## src/rtl/conv_pkg.sv

```systemverilog
// Shared convolution constants and the window element indexing used by window_gen and mac.
package conv_pkg;

  localparam int unsigned KernelWidthDefault = 3;
  localparam int unsigned KernelAreaDefault  = KernelWidthDefault * KernelWidthDefault;

  // Flat window element index: row r (0 = oldest line), column c (0 = oldest pixel).
  function automatic int unsigned idx(input int unsigned r, input int unsigned c,
                                      input int unsigned k);
    return r * k + c;
  endfunction

endpackage

```

## src/rtl/window_gen_line_buffer.sv

```systemverilog
// Holds the previous Rows lines; one accept reads the column and pushes it down one row.
module window_gen_line_buffer #(
  parameter int unsigned Rows    = 2,
  parameter int unsigned Depth   = 320,
  parameter int unsigned WidthIn = 1,
  localparam int unsigned AddrW  = $clog2(Depth)
) (
  input  logic                          clk_i,
  input  logic                          wr_en,
  input  logic [AddrW-1:0]              addr,
  input  logic [WidthIn-1:0]            din,
  output logic [Rows-1:0][WidthIn-1:0]  dout
);

  // Row 0 is the most recent complete line, row Rows-1 the oldest.
  logic [WidthIn-1:0] mem [Rows][Depth];

  always_comb begin
    dout = '0;
    for (int unsigned r = 0; r < Rows; r++) dout[r] = mem[r][addr];
  end

  // Contents are deliberately unreset; stale rows are never emitted.
  always_ff @(posedge clk_i) begin
    if (wr_en) begin
      mem[0][addr] <= din;
      for (int unsigned r = 1; r < Rows; r++) mem[r][addr] <= mem[r-1][addr];
    end
  end

endmodule

```

## src/rtl/window_gen.sv

```systemverilog
// Streaming KxK sliding-window generator: raster pixels in, one window per interior position out.
module window_gen
  import conv_pkg::*;
#(
  parameter int unsigned KernelWidth = KernelWidthDefault,
  parameter int unsigned WidthIn     = 1,
  parameter int unsigned LineWidth   = 320,
  parameter int unsigned LineCount   = 240,
  localparam int unsigned KernelArea = KernelWidth * KernelWidth
) (
  input  logic                                clk_i,
  input  logic                                rst_ni,
  input  logic [WidthIn-1:0]                  pixel_i,
  input  logic                                valid_i,
  output logic                                ready_o,
  output logic [KernelArea-1:0][WidthIn-1:0]  window_o,
  output logic                                valid_o,
  input  logic                                ready_i,
  output logic                                last_o
);

  localparam int unsigned ColW = $clog2(LineWidth);
  localparam int unsigned RowW = $clog2(LineCount);
  localparam int unsigned Edge = KernelWidth - 1;

  logic [ColW-1:0]                     col;
  logic [RowW-1:0]                     row;
  logic [KernelArea-1:0][WidthIn-1:0]  win;
  logic [KernelArea-1:0][WidthIn-1:0]  win_nxt_c;
  logic [KernelWidth-2:0][WidthIn-1:0] lb_col;
  logic                                accept_c;
  logic                                emit_c;
  logic                                col_end_c;
  logic                                row_end_c;

  assign ready_o   = ~valid_o | ready_i;
  assign accept_c  = valid_i & ready_o;
  assign col_end_c = (col == ColW'(LineWidth - 1));
  assign row_end_c = (row == RowW'(LineCount - 1));
  // Only positions with a full KxK neighbourhood inside the current line set emit.
  assign emit_c    = accept_c && (row >= RowW'(Edge)) && (col >= ColW'(Edge));

  window_gen_line_buffer #(
    .Rows    (KernelWidth - 1),
    .Depth   (LineWidth),
    .WidthIn (WidthIn)
  ) u_line_buffer (
    .clk_i (clk_i),
    .wr_en (accept_c),
    .addr  (col),
    .din   (pixel_i),
    .dout  (lb_col)
  );

  // Shift columns left; new right column is buffered lines (oldest on top) plus pixel_i.
  for (genvar r = 0; r < KernelWidth; r++) begin : g_row
    for (genvar c = 0; c < KernelWidth - 1; c++) begin : g_shift
      assign win_nxt_c[idx(r, c, KernelWidth)] = win[idx(r, c + 1, KernelWidth)];
    end
    if (r < KernelWidth - 1) begin : g_buf
      assign win_nxt_c[idx(r, Edge, KernelWidth)] = lb_col[KernelWidth - 2 - r];
    end else begin : g_pix
      assign win_nxt_c[idx(r, Edge, KernelWidth)] = pixel_i;
    end
  end

  always_ff @(posedge clk_i or negedge rst_ni) begin
    if (!rst_ni) begin
      col      <= '0;
      row      <= '0;
      win      <= '0;
      window_o <= '0;
      valid_o  <= 1'b0;
      last_o   <= 1'b0;
    end else begin
      if (accept_c) begin
        win <= win_nxt_c;
        if (col_end_c) begin
          col <= '0;
          row <= row_end_c ? '0 : row + RowW'(1);
        end else begin
          col <= col + ColW'(1);
        end
      end
      // A new window may replace one being consumed in the same cycle.
      if (emit_c) begin
        valid_o  <= 1'b1;
        last_o   <= row_end_c & col_end_c;
        window_o <= win_nxt_c;
      end else if (ready_i) begin
        valid_o  <= 1'b0;
        last_o   <= 1'b0;
      end
    end
  end

endmodule
```

## config.mk

```make
export PLATFORM = sky130hd
export DESIGN_NAME = window_gen
export DESIGN_NICKNAME = d
export VERILOG_FILES = /design/src/rtl/conv_pkg.sv /design/src/rtl/window_gen_line_buffer.sv /design/src/rtl/window_gen.sv
export SDC_FILE = /design/constraint.sdc
export NUM_CORES = 1
export LEC_CHECK = 0
export ABC_AREA = 1
export ABC_CLOCK_PERIOD_IN_PS = 11190
export BUFFER_PORTS_ARGS = -buffer_cell sky130_fd_sc_hd__clkbuf_2
export CELL_PAD_IN_SITES_DETAIL_PLACEMENT = 1
export CELL_PAD_IN_SITES_GLOBAL_PLACEMENT = 1
export CORE_ASPECT_RATIO = 0.9
export CORE_MARGIN = 3
export CORE_UTILIZATION = 28
export CTS_BUF_LIST = sky130_fd_sc_hd__clkbuf_16
export DETAILED_ROUTE_END_ITERATION = 8
export PLACE_DENSITY_LB_ADDON = 0.1
export SETUP_SLACK_MARGIN = 0.05
export SLEW_MARGIN = 40
export SYNTH_ARGS = -nofsm -noshare
export SYNTH_HDL_FRONTEND = slang
export SYNTH_SLANG_ARGS = --single-unit
```

## constraint.sdc

```tcl
create_clock -name clk_i -period 11.19 [get_ports clk_i]
set_input_delay 1.6785 -clock clk_i [delete_from_list [all_inputs] [get_ports clk_i]]
set_output_delay 1.6785 -clock clk_i [all_outputs]
set_load 0.02 [all_outputs]
```

==> impl_metrics.env, run 1 <==
export IMPL_status="finished, final reports clean"
export IMPL_io_pins=17
export IMPL_p_int_uw=5020
export IMPL_coreArea_sq_um=106000
export IMPL_synth_area_top_cells="edfxtp_1, nand2_1, nor2_1, inv_1, dfrtp_1"
export IMPL_synthCells=3171
export IMPL_yosysUniqueCellTypes=36
export IMPL_hold_violations=0
export IMPL_setup_viol=0
export IMPL_power_density_nw_per_um2=233
export IMPL_arrival_ns=5.37
export IMPL_async_reset_ff_share_pct=5.04
export IMPL_clkSinkCount=674
export IMPL_p_sw_share_pct=37.1
export IMPL_grt_usage_pct=17.8
export IMPL_yosysTopAreaCell="edfxtp_1"
export IMPL_dp_slack_ns=6.13
export IMPL_maxCapViolCount=0
export IMPL_place_hpwl_um=57600
export IMPL_fin_nets=3156
export IMPL_drc=0
export IMPL_cts_tree="built"
export IMPL_hold_class="reg -> reg"
export IMPL_area_growth_pct=13.4
export IMPL_timing_final_crit_share_pct=44.9
export IMPL_p_comb_share_pct=29.7
export IMPL_grt_setup_unrepaired="false"
export IMPL_cts_resized=0
export IMPL_grt_pass1_wl_um=150000
export IMPL_clock_fmax_ghz=0.199
export IMPL_grt_max_degree=151
export IMPL_gr_total_overflow=0
export IMPL_cts_setup_buffers=0
export IMPL_drtAntennaViolNets=0
export IMPL_maxSlewHeadroom_pct=33.7
export IMPL_routed_wl_um=100000
export IMPL_vias=21300
export IMPL_htree_levels=3
export IMPL_fin_crit_ns=5.03
export IMPL_worst_path_buf_inv=4
export IMPL_setup_slack_ns=6.16
export IMPL_path_class="reg -> reg"
export IMPL_cpMostUsedCell="nand2_1"
export IMPL_die_w_um=352
export IMPL_cp_top_family="buffers and inverters"
export IMPL_via_per_inst=4.60
export IMPL_routedWlPerCell_um=21.6
export IMPL_worst_path_max_fanout=111
export IMPL_antenna_found_initial=5
export IMPL_ys_ff_latch=674
export IMPL_drv_slew=0
export IMPL_dieHeight_um=318
export IMPL_first_global_vias=23000
export IMPL_seq_area_frac_synth_pct=66.5
export IMPL_finalClockSkew_ns=0.0397
export IMPL_worst_pin_slew_ns=0.994
export IMPL_finalNonFillerCells=4643
export IMPL_synth_edf_count=640
export IMPL_cts_hold_buf=0
export IMPL_syn_nets=3182
export IMPL_synth_warnings=0
export IMPL_setup_tns_ns=0
export IMPL_mostFrequentLayoutCell="nand2_1"
export IMPL_dpl_cell_count=4498
export IMPL_layout_drive_gt1_share_pct=6.18
export IMPL_dieArea_sq_um=112000
export IMPL_cp_end_kind="register"
export IMPL_yosys_most_used_dff="edfxtp_1"
export IMPL_worstPathCellList="buf_4, buf_4, o21ai_0, o21ai_1, nand2_1, nand2_1, nor2_1, nor2_1, nor2_1, nand2_1, nand2_1, nand3_1, or2_4, buf_12, buf_16"
export IMPL_clkSlewWorstSetupHoldPaths_ns=0.06
export IMPL_drt_iter0_markers=1350
export IMPL_start_util_pct=28.4
export IMPL_io_buffers=16
export IMPL_critical_path_startpoint_type="register"
export IMPL_gp_congestion=0.737
export IMPL_cts_buffer_depth=3
export IMPL_max_stage_delay_ns=0.88
export IMPL_pwr_share_clk_pct=30.4
export IMPL_cp_slowest_cell="dfrtp_4"
export IMPL_antenna_cells=0
export IMPL_regArea_sq_um=20100
export IMPL_final_cell_mix="nand2_1, edfxtp_1, nor2_1"
export IMPL_multiInputGateArea_sq_um=8130
export IMPL_n_fill_cell=12100
export IMPL_syn_area_per_cell_sq_um=9.52
export IMPL_leakagePower_uw=0.0136
export IMPL_first_pass_iters=4
export IMPL_cp_data_required_time_ns=11.54
export IMPL_p_switching_uw=2960
export IMPL_p_total_uw=7970
export IMPL_cts_inserted_buffers=81
export IMPL_clk_insertion_delay_late_ns=0.64
export IMPL_seqPwrFrac_pct=39.9
export IMPL_synth_top_area_share_pct=63.6
export IMPL_ir_drop_mv=0.198
export IMPL_row_count=113
export IMPL_synth_area_sq_um=30200
export IMPL_cts_root_buffer="clkbuf_16"
[worst min-delay path, cell delays in order (launching register included)]
cell and delay, ns:
dfrtp_1 0.34, nand2_1 0.05, o21ai_0 0.06
[layer usage]
layer | track usage, % | wire (um) | up-vias
li1 | - | - | 10100
met1 | 24.9 | 48700 | 10800
met2 | 29.1 | 46200 | 275
met3 | 2.23 | 2820 | 134
met4 | 4.73 | 2500 | 2
met5 | 0 | 12 | -
[cell type report]
cell class | instances | share of cell area [%]
Sequential cell | 674 | 58.6
Multi-Input combinational cell | 1996 | 23.8
Clock buffer | 82 | 5.99
Tap cell | 1437 | 5.25
Inverter | 325 | 3.60
Timing Repair Buffer | 67 | 1.81
Clock inverter | 62 | 0.950
[cell families (layout without fill, tap and decap cells)]
| family | after synthesis | count (layout) | share of synthesized area (%) |
|---|---|---|---|
| AO/OA/AOI/OAI | 167 | 167 | 2.94 |
| buffers and inverters | 501 | 536 | 6.75 |
| flip-flops | 674 | 674 | 66.5 |
| XOR/XNOR | 6 | 6 | 0.174 |
| adder cells (fa/ha/maj) | 6 | 6 | 0.249 |
| multiplexers | 3 | 3 | 0.112 |
| AND/OR/NAND/NOR | 1814 | 1814 | 23.3 |
[power groups by stage]
stage | Clock [uW] | Combinational, uW | Sequential, uW
after global routing | 2590 | 2650 | 3190
after detailed placement | 0 | 2430 | 3240
after CTS | 2500 | 2440 | 3190
after global placement | 0 | 2330 | 3250
after floorplan | 0 | 1360 | 3290
final | 2420 | 2370 | 3190
[through the flow]
step	area, sq um	hold slack, ns	util, %
final	34200	0.487	32.2
after detailed placement	31800	0.478	29.9
after global placement	31700	0.462	29.8
after floorplan	30200	0.449	-
after global routing	34200	0.529	32.2
after CTS	34200	0.493	32.2
[final timing paths]
check	start	slack [ns]	cells past startpoint	to
min reg2reg	window_o[4]$_DFFE_PN0P_	0.49	2	window_o[4]$_DFFE_PN0P_
min	window_o[4]$_DFFE_PN0P_	0.49	2	window_o[4]$_DFFE_PN0P_
max	col[1]$_DFFE_PN0P_	6.16	15	u_line_buffer.mem[0][491]$_DFFE_PP_
max reg2reg	col[1]$_DFFE_PN0P_	6.16	15	u_line_buffer.mem[0][491]$_DFFE_PP_
min in group asynchronous	rst_ni	1.06	1	win[1]$_DFFE_PN0P_
max in group asynchronous	rst_ni	9.65	1	col[1]$_DFFE_PN0P_
[synth_stat cells (all sizes together) (3+ instances only)]
master / n
nand3: 131
edfxtp: 640
inv: 321
nor2: 611
o211ai: 8
mux2: 3
nor4: 3
o21ai: 134
a21oi: 18
buf: 101
ha: 6
dfrtp: 34
xor2: 5
nand2: 1057
clkinv: 4
o21bai: 4
clkbuf: 75
nor3: 8
[registers in the layout, summed over array words and instances, names as in the netlist]
| register | count |
|---|---|
| row | 8 |
| win | 6 |
| last_o | 1 |
| window_o | 9 |
| u_line_buffer.mem | 640 |
| col | 9 |
| valid_o | 1 |
Note: power is estimated with default switching activity, not from simulation.
==> run 2: changes to the inputs <==
--- a/config.mk
+++ b/config.mk
@@ -6,7 +6,7 @@
 export NUM_CORES = 1
 export LEC_CHECK = 0
 export ABC_AREA = 1
-export ABC_CLOCK_PERIOD_IN_PS = 11190
+export ABC_CLOCK_PERIOD_IN_PS = 5200
 export BUFFER_PORTS_ARGS = -buffer_cell sky130_fd_sc_hd__clkbuf_2
 export CELL_PAD_IN_SITES_DETAIL_PLACEMENT = 1
 export CELL_PAD_IN_SITES_GLOBAL_PLACEMENT = 1
==> constraint.sdc (replaced) <==
create_clock -name clk_i -period 5.2 [get_ports clk_i]
set_input_delay 0.78 -clock clk_i [delete_from_list [all_inputs] [get_ports clk_i]]
set_output_delay 0.78 -clock clk_i [all_outputs]
set_load 0.02 [all_outputs]
==> run 2 against run 1 <==
Fmax grew 18%. Largest cell class unchanged. Global-route usage hardly changed. Non-clock buffer count grew 13. Critical path type unchanged. Final cell count increased by 0.13%. Final area rose by 0.60%.
==> impl_metrics.env, run 2 (synthesis results as in run 1) <==
export IMPL_via_per_inst=4.58
export IMPL_fin_crit_ns=4.27
export IMPL_routedWlPerCell_um=21.4
export IMPL_die_w_um=352
export IMPL_clk_insertion_delay_late_ns=0.64
export IMPL_top_regs="u_line_buffer.mem: 640 flops, col: 9 flops, window_o: 9 flops"
export IMPL_gp_congestion=0.756
export IMPL_layout_drive_gt1_share_pct=6.38
export IMPL_finalClockSkew_ns=0.0218
export IMPL_drtAntennaViolNets=0
export IMPL_p_sw_share_pct=36.7
export IMPL_power_density_nw_per_um2=502
export IMPL_clkSinkCount=674
export IMPL_postLayoutCoreUtil_pct=32.4
export IMPL_clock_fmax_ghz=0.234
export IMPL_gr_total_overflow=0
export IMPL_mostFrequentLayoutCell="nand2_1"
export IMPL_largest_register="u_line_buffer.mem"
export IMPL_hold_class="in -> async"
export IMPL_routed_wl_um=99600
export IMPL_row_count=113
export IMPL_worstPathCellList="inv_6, nand2_1, nor2_1, nor2_1, nand2_1, nor2_1, nor2_1, nor2_1, nand2_1, nand2_1, nand3_1, or2_4, buf_12"
export IMPL_setup_viol=0
export IMPL_p_switching_uw=6350
export IMPL_worst_path_max_fanout=93
export IMPL_io_buffers=16
export IMPL_cts_inserted_buffers=79
export IMPL_cts_resized=0
export IMPL_pwr_share_clk_pct=30.4
export IMPL_cts_root_buffer="clkbuf_16"
export IMPL_n_fill_cell=12200
export IMPL_seqPwrFrac_pct=39.5
export IMPL_cpMostUsedCell="nor2_1"
export IMPL_grt_usage_pct=17.7
export IMPL_drt_iter0_markers=1182
export IMPL_grt_setup_unrepaired="false"
export IMPL_cts_buffer_depth=3
export IMPL_place_hpwl_um=57700
export IMPL_p_int_uw=11000
export IMPL_dieArea_sq_um=112000
export IMPL_htree_levels=3
export IMPL_drc=0
export IMPL_setup_tns_ns=0
export IMPL_io_pins=17
export IMPL_regArea_sq_um=20100
export IMPL_maxSlewHeadroom_pct=42.7
export IMPL_first_pass_iters=5
export IMPL_vias=21300
export IMPL_critical_path_startpoint_type="register"
export IMPL_largest_reg_flops=640
export IMPL_p_comb_share_pct=30.0
export IMPL_coreArea_sq_um=106000
export IMPL_start_util_pct=28.4
export IMPL_path_class="reg -> reg"
export IMPL_cp_slowest_cell="dfrtp_4"
export IMPL_ir_drop_mv=0.352
export IMPL_cts_tree="built"
export IMPL_hold_violations=0
export IMPL_maxCapViolCount=0
export IMPL_area_growth_pct=14.1
export IMPL_max_stage_delay_ns=0.83
export IMPL_cts_setup_buffers=0
export IMPL_dieHeight_um=318
export IMPL_fin_nets=3167
export IMPL_cp_data_required_time_ns=5.49
export IMPL_cts_hold_buf=0
export IMPL_first_global_vias=23100
export IMPL_arrival_ns=4.56
export IMPL_grt_pass1_wl_um=150000
export IMPL_grt_max_degree=174
export IMPL_timing_final_crit_share_pct=82.1
export IMPL_drv_slew=0
export IMPL_multiInputGateArea_sq_um=8130
export IMPL_clkSlewWorstSetupHoldPaths_ns=0.06
export IMPL_final_cell_mix="nand2_1, edfxtp_1, nor2_1"
export IMPL_status="finished, final reports clean"
export IMPL_worst_pin_slew_ns=0.857
export IMPL_leakagePower_uw=0.0137
export IMPL_antenna_found_initial=3
export IMPL_cp_end_kind="register"
## run 2: path summary, 6_finish.rpt
kind / startpoint / end / slack (ns) / depth (start not counted)
worst max-delay path: col[1]$_DFFE_PN0P_ / u_line_buffer.mem[0][571]$_DFFE_PP_ / 0.93 / 13
worst min-delay path: rst_ni / window_o[7]$_DFFE_PN0P_ / 0.15 / 1
worst max register to register: col[1]$_DFFE_PN0P_ / u_line_buffer.mem[0][571]$_DFFE_PP_ / 0.93 / 13
worst min register to register: win[2]$_DFFE_PN0P_ / win[2]$_DFFE_PN0P_ / 0.48 / 2
max in group asynchronous: rst_ni / col[1]$_DFFE_PN0P_ / 4.63 / 1
min in group clk_i: ready_i / last_o$_DFFE_PN0P_ / 0.44 / 4
## run 2: through the flow
step / cells / worst slack, ns / instance area (sq um) / hold WS (ns) / total power [uW]
floorplan: 3171 / 0.841 / 30200 / 0.449 / 9900
global placement: 4509 / 1.00 / 31900 / 0.466 / 12200
detailed placement: 4511 / 0.950 / 32000 / 0.471 / 12300
CTS: 4647 / 0.901 / 34400 / 0.135 / 17700
global route: 4648 / 0.714 / 34400 / 0.165 / 18300
finish: 4649 / 0.932 / 34400 / 0.152 / 17300
## run 2: per-layer routing
metal	global-route usage (%)	part of all wire, %	up-vias
met1	24.8	48	10800
met5	0	0	-
met2	29.1	46	322
met3	2.17	3.3	133
met4	4.76	2.4	0
li1	-	-	10100
## run 2: power by group through the flow
stage | registers (uW) | clock network [uW] | logic [uW]
after floorplan | 6980 | 0 | 2920
after detailed placement | 6960 | 0 | 5350
after CTS | 6840 | 5440 | 5370
after global routing | 6860 | 5620 | 5840
final | 6840 | 5270 | 5190
after global placement | 6950 | 0 | 5290
## run 2: final cells by class
class / count / area share [%]
antenna: 1 / 0.00727
clock buffer: 85 / 6.18
clock inverter: 51 / 0.803
inverter: 325 / 3.59
multi-input combinational: 1996 / 23.6
sequential: 674 / 58.3
tap: 1437 / 5.22
timing repair buffer: 80 / 2.30
## run 2: worst max-delay path: cells and delay by family, from the launching register on
kind                   cells  cell delay, ns
AND/OR/NAND/NOR           11            2.31
flip-flops                 1            0.83
buffers and inverters      2            0.61
